`config.mk`:
```
export PLATFORM = sky130hd
export DESIGN_NAME = display_mux_7seg
export DESIGN_NICKNAME = d
export VERILOG_FILES = /design/src/rtl/display_mux_7seg.sv
export SDC_FILE = /design/constraint.sdc
export NUM_CORES = 1
export LEC_CHECK = 0
export ABC_AREA = 0
export CORE_AREA = 2 2 86 88
export DETAILED_ROUTE_END_ITERATION = 8
export DIE_AREA = 0 0 88 90
export GPL_TIMING_DRIVEN = 1
export HOLD_SLACK_MARGIN = 0.06
export PLACE_DENSITY_LB_ADDON = 0.2
export SETUP_SLACK_MARGIN = 0.05
export SYNTH_ARGS = -nofsm -noshare
export SYNTH_HDL_FRONTEND = slang
export SYNTH_SLANG_ARGS = --single-unit
```
`constraint.sdc`:
```
create_clock -name clk -period 2.4 [get_ports clk]
set_input_delay 0.48 -clock clk [delete_from_list [all_inputs] [get_ports clk]]
set_output_delay 0.48 -clock clk [all_outputs]
set_load 0.03 [all_outputs]
```
`src/rtl/display_mux_7seg.sv`:
```
// Multiplexed common-anode seven-segment driver with dead time,
// blanking, blinking, decimal points and leading-zero suppression.
module display_mux_7seg #(
  parameter int N_DIGITS    = 4,
  parameter int REFRESH_DIV = 27000,
  parameter int DEAD_CYCLES = 270,
  parameter int BLINK_DIV   = 13500000
) (
  input  logic                  clk,
  input  logic                  rst,
  input  logic [4*N_DIGITS-1:0] data_i,
  input  logic                  load_i,
  input  logic [N_DIGITS-1:0]   dp_i,
  input  logic [N_DIGITS-1:0]   blank_i,
  input  logic [N_DIGITS-1:0]   blink_i,
  input  logic                  lz_en_i,
  output logic [6:0]            seg_o,
  output logic                  dp_o,
  output logic [N_DIGITS-1:0]   an_o
);

  localparam int IW = (N_DIGITS > 1) ? $clog2(N_DIGITS) : 1;
  localparam int CW = $clog2(REFRESH_DIV);
  localparam int BW = (BLINK_DIV > 1) ? $clog2(BLINK_DIV) : 1;

  localparam logic [CW-1:0] CNT_MAX = CW'(REFRESH_DIV - 1);
  localparam logic [BW-1:0] BLK_MAX = BW'(BLINK_DIV - 1);
  localparam logic [IW-1:0] IDX_MAX = IW'(N_DIGITS - 1);

  logic [CW-1:0]         cnt;
  logic [IW-1:0]         idx;
  logic [BW-1:0]         bcnt;
  logic                  blink_ph;
  logic [4*N_DIGITS-1:0] sh_data;
  logic [N_DIGITS-1:0]   sh_dp;
  logic [N_DIGITS-1:0]   sh_blank;
  logic [N_DIGITS-1:0]   sh_blink;

  logic [3:0]            nib;
  logic [N_DIGITS-1:0]   lz_dark;
  logic [N_DIGITS-1:0]   onehot;
  logic                  run;
  logic                  in_dead;
  logic                  dark;
  logic [6:0]            seg_n;

  function automatic logic [6:0] hex7(input logic [3:0] h);
    logic [6:0] s;
    case (h)
      4'h0: s = 7'h40;
      4'h1: s = 7'h79;
      4'h2: s = 7'h24;
      4'h3: s = 7'h30;
      4'h4: s = 7'h19;
      4'h5: s = 7'h12;
      4'h6: s = 7'h02;
      4'h7: s = 7'h78;
      4'h8: s = 7'h00;
      4'h9: s = 7'h18;
      4'hA: s = 7'h08;
      4'hB: s = 7'h03;
      4'hC: s = 7'h46;
      4'hD: s = 7'h21;
      4'hE: s = 7'h06;
      4'hF: s = 7'h0E;
    endcase
    return s;
  endfunction

  // Suppression runs from the top digit down and stops at the first nonzero
  always_comb begin
    run     = 1'b1;
    lz_dark = '0;
    for (int k = N_DIGITS - 1; k >= 0; k--) begin
      run        = run & (sh_data[4*k +: 4] == 4'h0);
      lz_dark[k] = lz_en_i & run & (k != 0);
    end
  end

  always_comb begin
    nib         = sh_data[4*int'(idx) +: 4];
    in_dead     = int'(cnt) < DEAD_CYCLES;
    dark        = in_dead | sh_blank[idx] | lz_dark[idx]
                | (sh_blink[idx] & blink_ph);
    onehot      = '0;
    onehot[idx] = 1'b1;
    seg_n       = hex7(nib);
  end

  always_ff @(posedge clk) begin
    if (rst) begin
      cnt      <= '0;
      idx      <= '0;
      bcnt     <= '0;
      blink_ph <= 1'b0;
      sh_data  <= '0;
      sh_dp    <= '0;
      sh_blank <= '1;
      sh_blink <= '0;
      seg_o    <= 7'h7F;
      dp_o     <= 1'b1;
      an_o     <= '1;
    end else begin
      if (cnt == CNT_MAX) begin
        cnt <= '0;
        idx <= (idx == IDX_MAX) ? '0 : idx + 1'b1;
      end else begin
        cnt <= cnt + 1'b1;
      end
      if (bcnt == BLK_MAX) begin
        bcnt     <= '0;
        blink_ph <= ~blink_ph;
      end else begin
        bcnt <= bcnt + 1'b1;
      end
      if (load_i) begin
        sh_data  <= data_i;
        sh_dp    <= dp_i;
        sh_blank <= blank_i;
        sh_blink <= blink_i;
      end
      if (dark) begin
        seg_o <= 7'h7F;
        dp_o  <= 1'b1;
        an_o  <= '1;
      end else begin
        seg_o <= seg_n;
        dp_o  <= ~sh_dp[idx];
        an_o  <= ~onehot;
      end
    end
  end

endmodule

```
==> impl_metrics.toml <==
[timing]
rsz0062_at_grt = "false"
worst_slew_pin_slew_ps = 894.6
fin_tns_setup_ps = 0
slew_violations = 0
min_period_over_period_pct = 89.95
slew_headroom_pct = 40.10
setup_viol = 0
clock_skew_ps = 5.755
fin_crit_ps = 2159
max_freq_ghz = 0.4632
hold_viol = 0

[detailed_routing]
via_count = 2903
post_drt_wl_per_cell_um = 13.84
vias_per_cell = 5.426
wl_um = 7406
drc = 0
drtIter0Drc = 119
drt_pass1_iterations = 4
antenna_left = 0

[place]
io_buffers = 43
hpwlAfterDp_um = 5269
gp_congestion = 0.8474
dp_cells = 519

[worst_setup_path]
critPathKind = "flip-flop to flip-flop"
critPathRequiredTime_ps = 2580
end_kind = "flip-flop"
arrival_ps = 2340
critPathMaxFanout = 6
startpoint_type = "flip-flop"

[clock_network]
cts-htree-levels = 3
hold_buffers = 0
cts_setup_buffers = 0
root_buffer = "clkbuf_8"
cts_made_buffers = 9
cts.clk_slew.worst_paths_ps = 80
tritoncts = "built"
cts.sinks = 82
clk_latency_ps = 350
post_cts_resize_count = 0
cts.path.max_buffers = 2

[global_routing]
grt_first_pass_wirelength_um = 12000
grt_antenna_before_repair = 0
first_global_vias = 2587
grtUsageTotal_pct = 19.04
grt_max_degree = 33
overflow = 0

[final_layout]
stdcell_count = 535
seq_area_mm2 = 0.001642
drive_above_1_share_pct = 9.174
layout.nets = 474
antenna_cells = 0
fillers = 600
multiInputGateArea_mm2 = 0.001973
areaGrowthSynthToFinish_pct = 17.54

[synthesis]
syn-cell-area_mm2 = 0.003774
synth_area_leader_cell = "dfxtp_1"
synth_ff_type = "dfxtp_1"
ys_types = 46
synthTopCellsByCount = "dfxtp_1, nor2_1, mux2i_1"
synthTopCellsByArea = "dfxtp_1, mux2i_1, nor2_1"
netlist_instances = 392
synth.most_common_cell = "dfxtp_1"
async_flop_share_pct = 0
synth_edf_count = 0
yosys.area.top_type_share_pct = 43.50
syn_area_per_cell_um2 = 9.627
seq_area_frac_synth_pct = 43.50
syn_nets = 435
ys.warnings.count = 0
synth_seq_cells = 82

[floorplan]
die_area_mm2 = 0.007920
core_mm2 = 0.007020
ios = 44
die_h_um = 90
start_util_pct = 53.75
die_x_um = 88
num_rows = 31

[run_status]
run_status = "finished clean"

[power]
power_mw = 2.558
ir_drop_mv = 0.3828
power_leakage_nw = 1.632
power_density_mw_per_mm2 = 576.6

[job]
cap_violations = 0

[min_path]
hold_path.class = "flip-flop to flip-flop"
power by group:
group          leakage, nW  switching (mW)  internal, mW
Sequential           0.668          0.0281          1.40
Combinational        0.872          0.0952         0.119
Clock               0.0924           0.487         0.431
Total                 1.63           0.610          1.95
per-stage QoR:
stage / hold WS, ps / utilization, % / instance area, µm² / setup WS [ps]
after floorplan: 425.7 / - / 3774 / 291.4
after global placement: 442.7 / 60.49 / 4247 / 234.7
after detailed placement: 452.4 / 60.49 / 4247 / 174.4
after CTS: 471.7 / 63.07 / 4428 / 167.0
after global routing: 505.5 / 63.18 / 4436 / 72.20
final: 467.7 / 63.18 / 4436 / 241.2
cell type report:
cell class	instances	area share (%)
Multi-Input combinational cell	277	44.49
Tap cell	99	2.793
Clock inverter	4	0.5924
Timing Repair Buffer	49	10.61
Sequential cell	82	37.01
Clock buffer	12	3.498
Inverter	12	1.016
critical path, cell delays in order (launching register included):
cell	delay [ps]
dfxtp_1	400
mux4_2	590
inv_1	130
ha_1	290
mux2_2	300
a22oi_1	180
nand3_1	100
metal layers:
metal  routed length [µm]  global-route usage (%)  vias up
met4                  147                   8.333        0
met5                    0                       0        -
li1                     -                       -     1486
met1                 3515                   25.64     1362
met3                  258                   3.581       11
met2                 3485                   29.55       44
layout by cell type, fill, tap and decap left out, drive strengths merged, types with 4 or more instances in the layout:
master | Yosys | routed
mux2i | 29 | 29
xor2 | 14 | 14
nand4 | 14 | 14
and3 | 4 | 4
and2 | 5 | 5
o31ai | 7 | 7
or4 | 10 | 10
a211o | 5 | 5
nand2 | 10 | 10
and4 | 6 | 6
inv | 12 | 12
clkbuf | 9 | 12
clkdlybuf4s50 | 0 | 42
buf | 12 | 7
nand3 | 25 | 25
o21ai | 8 | 8
nor2b | 5 | 5
or3 | 7 | 7
mux4 | 7 | 7
ha | 11 | 11
xnor2 | 7 | 7
dfxtp | 82 | 82
a21oi | 18 | 18
nor2 | 54 | 54
path summary, 6_finish.rpt:
path	start	slack [ps]	cells after the start	endpoint
worst max-delay path	idx[0]	240	6	seg_o[3]
worst min-delay path	bcnt[0]	470	1	bcnt[0]
worst max register to register	idx[0]	240	6	seg_o[3]
worst min register to register	bcnt[0]	470	1	bcnt[0]
kinds of logic after synthesis:
family | count (synthesis) | share of synthesized area [%]
buffers and inverters | 33 | 4.410
and+or+nand+nor | 157 | 22.25
DFF | 82 | 43.50
adders and majority gates | 11 | 3.647
muxes | 39 | 12.77
xor gates and xnor gates | 21 | 4.874
AOI/OAI and AO/OA | 49 | 8.555
state kept, by name (all words and copies together), names as in the netlist:
| signal | flops |
|---|---|
| cnt | 15 |
| sh_blank | 4 |
| seg_o | 7 |
| idx | 2 |
| sh_blink | 4 |
| dp_o | 1 |
| sh_data | 16 |
| an_o | 4 |
| bcnt | 24 |
| blink_ph | 1 |
| sh_dp | 4 |
(Power assumes the default switching activity.)
